===== src/rtl/fruit_drop_move_if.sv =====
// Fruit mover bus: frame/collision commands in, fruit position and events out.
// master = collision/frame side, slave = the mover itself.
interface fruit_drop_move_if;
    logic               startOfFrame;
    logic               dropRequest;
    logic               enemyCollision;
    logic signed [10:0] topLeftX;
    logic signed [10:0] topLeftY;
    logic               visible;
    logic               enemyHit;
    logic               landed;

    modport master (
        output startOfFrame,
        output dropRequest,
        output enemyCollision,
        input  topLeftX,
        input  topLeftY,
        input  visible,
        input  enemyHit,
        input  landed
    );

    modport slave (
        input  startOfFrame,
        input  dropRequest,
        input  enemyCollision,
        output topLeftX,
        output topLeftY,
        output visible,
        output enemyHit,
        output landed
    );
endinterface


===== src/rtl/fruit_drop_move.sv =====
// Droppable fruit: hangs until touched, falls under gravity, ends on enemy or
// floor, then respawns after a fixed number of frames.
module fruit_drop_move #(
    parameter int INITIAL_X          = 320,
    parameter int INITIAL_Y          = 226,
    parameter int FLOOR_Y            = 544,
    parameter int INITIAL_DROP_SPEED = 64,
    parameter int GRAVITY            = 8,
    parameter int MAX_Y_SPEED        = 256,
    parameter int RESPAWN_FRAMES     = 30
) (
    input logic              clk,
    input logic              resetN,
    fruit_drop_move_if.slave bus
);

    localparam int FP = 128;
    localparam logic [31:0] INIT_FP  = 32'(INITIAL_Y * FP);
    localparam logic [31:0] FLOOR_FP = 32'(FLOOR_Y * FP);
    localparam logic [31:0] DROP_SPD = 32'(INITIAL_DROP_SPEED);
    localparam logic [31:0] GRAV     = 32'(GRAVITY);
    localparam logic [31:0] MAX_SPD  = 32'(MAX_Y_SPEED);
    localparam logic [31:0] RESP     =
        (RESPAWN_FRAMES < 1) ? 32'd1 : 32'(RESPAWN_FRAMES);

    typedef enum logic [1:0] {
        HANGING,
        FALLING,
        WAIT
    } state_t;

    state_t      state;
    logic [31:0] y_fp;
    logic [31:0] speed;
    logic [31:0] frame_cnt;
    logic        visible_q;
    logic        hit_q;
    logic        land_q;

    logic [31:0] y_next;
    logic [31:0] spd_sum;
    logic [31:0] spd_next;
    logic [31:0] cnt_next;

    assign y_next   = y_fp + speed;
    assign spd_sum  = speed + GRAV;
    assign spd_next = (spd_sum > MAX_SPD) ? MAX_SPD : spd_sum;
    assign cnt_next = frame_cnt + 32'd1;

    always_ff @(posedge clk or negedge resetN) begin
        if (!resetN) begin
            state     <= HANGING;
            y_fp      <= INIT_FP;
            speed     <= '0;
            frame_cnt <= '0;
            visible_q <= 1'b1;
            hit_q     <= 1'b0;
            land_q    <= 1'b0;
        end else begin
            hit_q  <= 1'b0;
            land_q <= 1'b0;
            unique case (state)
                HANGING: begin
                    if (bus.dropRequest) begin
                        state <= FALLING;
                        speed <= DROP_SPD;
                    end
                end
                FALLING: begin
                    // enemy wins over both landing and the frame update
                    if (bus.enemyCollision) begin
                        state     <= WAIT;
                        hit_q     <= 1'b1;
                        visible_q <= 1'b0;
                        frame_cnt <= '0;
                    end else if (bus.startOfFrame) begin
                        if (y_next >= FLOOR_FP) begin
                            state     <= WAIT;
                            y_fp      <= FLOOR_FP;
                            land_q    <= 1'b1;
                            visible_q <= 1'b0;
                            frame_cnt <= '0;
                        end else begin
                            y_fp  <= y_next;
                            speed <= spd_next;
                        end
                    end
                end
                WAIT: begin
                    if (bus.startOfFrame) begin
                        if (cnt_next >= RESP) begin
                            state     <= HANGING;
                            y_fp      <= INIT_FP;
                            speed     <= '0;
                            frame_cnt <= '0;
                            visible_q <= 1'b1;
                        end else begin
                            frame_cnt <= cnt_next;
                        end
                    end
                end
                default: begin
                    state <= HANGING;
                end
            endcase
        end
    end

    assign bus.topLeftX = 11'(INITIAL_X);
    assign bus.topLeftY = 11'(y_fp >> 7);
    assign bus.visible  = visible_q;
    assign bus.enemyHit = hit_q;
    assign bus.landed   = land_q;

endmodule


===== src/flat_wrapper.sv =====
// flat-port wrapper written by rule: the top's interface ports become plain ports
module fruit_drop_move_flat 
#(
    parameter int INITIAL_X          = 320,
    parameter int INITIAL_Y          = 226,
    parameter int FLOOR_Y            = 544,
    parameter int INITIAL_DROP_SPEED = 64,
    parameter int GRAVITY            = 8,
    parameter int MAX_Y_SPEED        = 256,
    parameter int RESPAWN_FRAMES     = 30
)
  (clk, resetN, bus_startOfFrame, bus_dropRequest, bus_enemyCollision, bus_topLeftX, bus_topLeftY, bus_visible, bus_enemyHit, bus_landed);
  fruit_drop_move_if bus_i ();
  input logic clk;
  input logic resetN;
  input wire logic [$bits(bus_i.startOfFrame)-1:0] bus_startOfFrame;
  input wire logic [$bits(bus_i.dropRequest)-1:0] bus_dropRequest;
  input wire logic [$bits(bus_i.enemyCollision)-1:0] bus_enemyCollision;
  output wire logic [$bits(bus_i.topLeftX)-1:0] bus_topLeftX;
  output wire logic [$bits(bus_i.topLeftY)-1:0] bus_topLeftY;
  output wire logic [$bits(bus_i.visible)-1:0] bus_visible;
  output wire logic [$bits(bus_i.enemyHit)-1:0] bus_enemyHit;
  output wire logic [$bits(bus_i.landed)-1:0] bus_landed;
  assign bus_i.startOfFrame = bus_startOfFrame;
  assign bus_i.dropRequest = bus_dropRequest;
  assign bus_i.enemyCollision = bus_enemyCollision;
  assign bus_topLeftX = bus_i.topLeftX;
  assign bus_topLeftY = bus_i.topLeftY;
  assign bus_visible = bus_i.visible;
  assign bus_enemyHit = bus_i.enemyHit;
  assign bus_landed = bus_i.landed;
  fruit_drop_move #(.INITIAL_X(INITIAL_X), .INITIAL_Y(INITIAL_Y), .FLOOR_Y(FLOOR_Y), .INITIAL_DROP_SPEED(INITIAL_DROP_SPEED), .GRAVITY(GRAVITY), .MAX_Y_SPEED(MAX_Y_SPEED), .RESPAWN_FRAMES(RESPAWN_FRAMES)) u_core (.clk(clk), .resetN(resetN), .bus(bus_i));
endmodule

===== config.mk =====
export PLATFORM = sky130hd
export DESIGN_NAME = fruit_drop_move_flat
export DESIGN_NICKNAME = d
export VERILOG_FILES = /design/src/rtl/fruit_drop_move_if.sv /design/src/rtl/fruit_drop_move.sv /design/src/flat_wrapper.sv
export SDC_FILE = /design/constraint.sdc
export NUM_CORES = 1
export LEC_CHECK = 0
export BUFFER_PORTS_ARGS = -buffer_cell sky130_fd_sc_hd__buf_2
export CORE_MARGIN = 3
export CORE_UTILIZATION = 45
export CTS_CLUSTER_DIAMETER = 200
export DETAILED_ROUTE_END_ITERATION = 10
export GPL_TIMING_DRIVEN = 0
export PLACE_DENSITY = 0.7
export SLEW_MARGIN = 20
export SYNTH_ARGS = -nofsm -noshare
export SYNTH_HDL_FRONTEND = slang
export SYNTH_SLANG_ARGS = --single-unit

===== constraint.sdc =====
create_clock -name clk -period 4.3 [get_ports clk]
set_input_delay 0.86 -clock clk [delete_from_list [all_inputs] [get_ports clk]]
set_output_delay 0.86 -clock clk [all_outputs]
set_load 0.01 [all_outputs]

==> flow_summary_export.csv <==
group,metric,value,unit
pwr,p_leak,3.54,nW
yosys,synthFlopType,"dfrtp_1",
cells_and_area,multi_input_area,0.00408,sq mm
yosys,ys_top_cells_by_area,"dfrtp_1 33%, ha_1 6.4%, and2_1 4.0%",
yosys,synth_top_area_cell,"dfrtp_1",
floorplanning,die_h,129,um
floorplanning,design.die.area,0.0167,sq mm
setup_path,cp.required,4.50,ns
floorplanning,rows,44,
timing,final-setup-viol-count,0,
yosys,syn_area,0.00682,sq mm
cells_and_area,fillCellCount,1416,
timing,slew_violations,0,
global_routing,grt_antenna_before_repair,0,
setup_path,worst_setup_path_start_kind,"flop",
yosys,ys_warn_count,0,
timing,hold_viol,0,
clock_tree,cts.sink_count,95,
yosys,postSynthCellCount,762,
placed_design,port_buffers,18,
clock_tree,clk_pin_slew,0.07,ns
clock_tree,h-tree-depth,3,
floorplanning,core,0.0147,sq mm
yosys,async_reset_ff_frac,1.00,
drt,via_per_inst,5.86,
global_routing,overflow,0,
hold_path,hold_path_class,"in2async",
cells_and_area,diodes,0,
cells_and_area,synthToLayoutAreaGrowth,10.2,%
clock_tree,clock_path_buffers,2,
global_routing,grt_pass1_wl,26.8,mm
yosys,synth-seq-area-share,0.349,
setup_path,endpoint_kind,"flop",
clock_tree,cts_buffers,9,
drt,finalWirelength,16.2,mm
cells_and_area,seqCellArea,0.00238,sq mm
drt,wl_per_cell,16.4,um
timing,rsz0062_at_grt,"false",
placed_design,finalWeightedCongestion,0.901,
timing,finClkSkew,0.0111,ns
setup_path,critPathMaxFanout,9,
floorplanning,io-pin-count,30,
clock_tree,cts_tree,"yes",
global_routing,grt_pass1_vias,5262,
timing,tightest_slew,0.667,ns
yosys,avgSynthCellArea,8.95,sq um
placed_design,dp_hpwl,12.3,mm
cells_and_area,mostFrequentLayoutCell,"dfrtp_1",
yosys,synth_edf_count,0,
setup_path,r2r_slack,0.20,ns
outcome,status,"finished, final reports clean",
drt,vias,5799,
yosys,synth-seq-cells,95,
cells_and_area,final_cell_mix,"90 x dfrtp_1, 48 x nand2_1, 45 x nor2_1",
timing,timing.fmax,244,MHz
timing,whs,0.372,ns
global_routing,grt_max_degree,68,
timing,min_period,4.10,ns
yosys,synth_cell_types,78,
setup_path,path_class,"reg2reg",
timing,slew_headroom,0.552,
job,maxCapViolCount,0,
yosys,synth.top_cell.area_share,0.330,
clock_tree,clock_tree.root_cell,"clkbuf_16",
timing,tns,0,ns
drt,ant_nets,0,
floorplanning,initial_core_util,0.464,
drt,dr.pass1.iters,5,
placed_design,place_area,0.00721,sq mm
pwr,max-vdd-ir-drop,323,uV
global_routing,grtUsageTotal,0.200,
floorplanning,floorplan.die.width,129,um
clock_tree,clk_latency,0.35,ns
pwr,power.density,378,mW/mm^2
drt,drt_iter0_markers,473,
cells_and_area,layout-drive-gt1-share,0.133,
cells_and_area,nNetsFinal,841,
setup_path,cp_data_arrival_time,4.31,ns
timing,period_share,0.954,
cells_and_area,fin_area,0.00752,sq mm
drt,drc,0,
timing repair:
item / 4_1_cts / 5_1_grt
endpoints found under the setup margin: 0 / 63
buffers inserted: 0 / 0
hold buffers: 0 / 0
gates resized for setup: 0 / 3
cell type report:
type / instances / share of cell area
multi-input cells: 601 / 0.543
clock buffers: 13 / 0.0346
plain buffers: 54 / 0.0423
well taps: 184 / 0.0306
inverters: 21 / 0.0105
clock inverters: 2 / 0.00516
repair buffers: 19 / 0.0165
flip-flops and latches: 95 / 0.317
worst max-delay path, stage by stage, from the launching register on:
cell and delay [ns]:
dfrtp_1 0.47, ha_1 0.39, a21o_1 0.22, a31o_2 0.32, o31ai_2 0.38, a221oi_1 0.22
a2111oi_2 0.42, o2111ai_1 0.23, a2111oi_4 0.39, nand3_2 0.21, buf_2 0.24, o211ai_1 0.35
mux2i_1 0.12
registers in the layout, summed over array words and instances (netlist names):
name                 cells
u_core.speed            29
u_core.bus.landed        1
u_core.frame_cnt        32
u_core.state             2
u_core.bus.enemyHit      1
u_core.bus.visible       1
u_core.y_fp             29
final timing paths:
kind                                     from             endpoint  depth (start not counted)
max                           u_core.speed[6]  u_core.frame_cnt[0]                         12
min                                    resetN       u_core.y_fp[3]                          1
max reg2reg                   u_core.speed[6]  u_core.frame_cnt[0]                         12
min reg2reg                u_core.bus.visible   u_core.bus.visible                          1
max in group asynchronous              resetN      u_core.y_fp[13]                          2
min in group clk           u_core.bus.visible   u_core.bus.visible                          1
routing by layer:
| layer | wire [um] | up-vias | track usage | share of wire |
|---|---|---|---|---|
| li1 | - | 2875 | - | - |
| met1 | 7970 | 2759 | 0.287 | 0.49 |
| met2 | 7190 | 141 | 0.305 | 0.44 |
| met3 | 793 | 24 | 0.0404 | 0.049 |
| met4 | 273 | 0 | 0.0618 | 0.017 |
| met5 | 0 | - | 0 | 0 |
synthesized netlist by cell type (6+ instances only):
master     instances
xor2_1            11
xnor2_1           18
ha_1              35
o2bb2ai_1          6
a21oi_1           40
dfrtp_1           90
mux2i_1            6
mux2_2             7
o21ai_0           30
a211oi_1           7
nor3_1            21
nand2_1           48
and3_1            18
nand2b_1          13
nand4_1           26
a32o_1            11
nand3_1           23
buf_4             22
nor2_1            45
nor2b_1           28
buf_2             11
and2_1            44
a21o_1            16
a31oi_1           12
inv_1             21
and4_1            10
or3_1              9
clkbuf_1          16
cell families after synthesis:
family	share of synthesized area
adder cells (fa/ha/maj)	0.0642
AND/OR/NAND/NOR	0.261
XOR/XNOR	0.0372
flip-flops	0.349
AO/OA/AOI/OAI	0.206
multiplexers	0.0226
buffers and inverters	0.0581
other	0.00110
power by group:
group	switching (mW)	internal, mW
registers	0.0723	0.982
logic	0.601	0.374
clock network	0.333	0.482
total	1.01	1.84
per-stage QoR:
stage | power [mW] | setup WS [ns] | std cells | util
after floorplan | 1.75 | 0.833 | 771 | -
after global placement | 2.03 | 0.0446 | 973 | 0.488
after detailed placement | 2.04 | 0.0654 | 974 | 0.491
after CTS | 2.87 | 0.0394 | 989 | 0.511
after global routing | 3.02 | 0.00386 | 989 | 0.511
final | 2.84 | 0.198 | 989 | 0.511
Note: power is estimated with default switching activity, not from simulation.
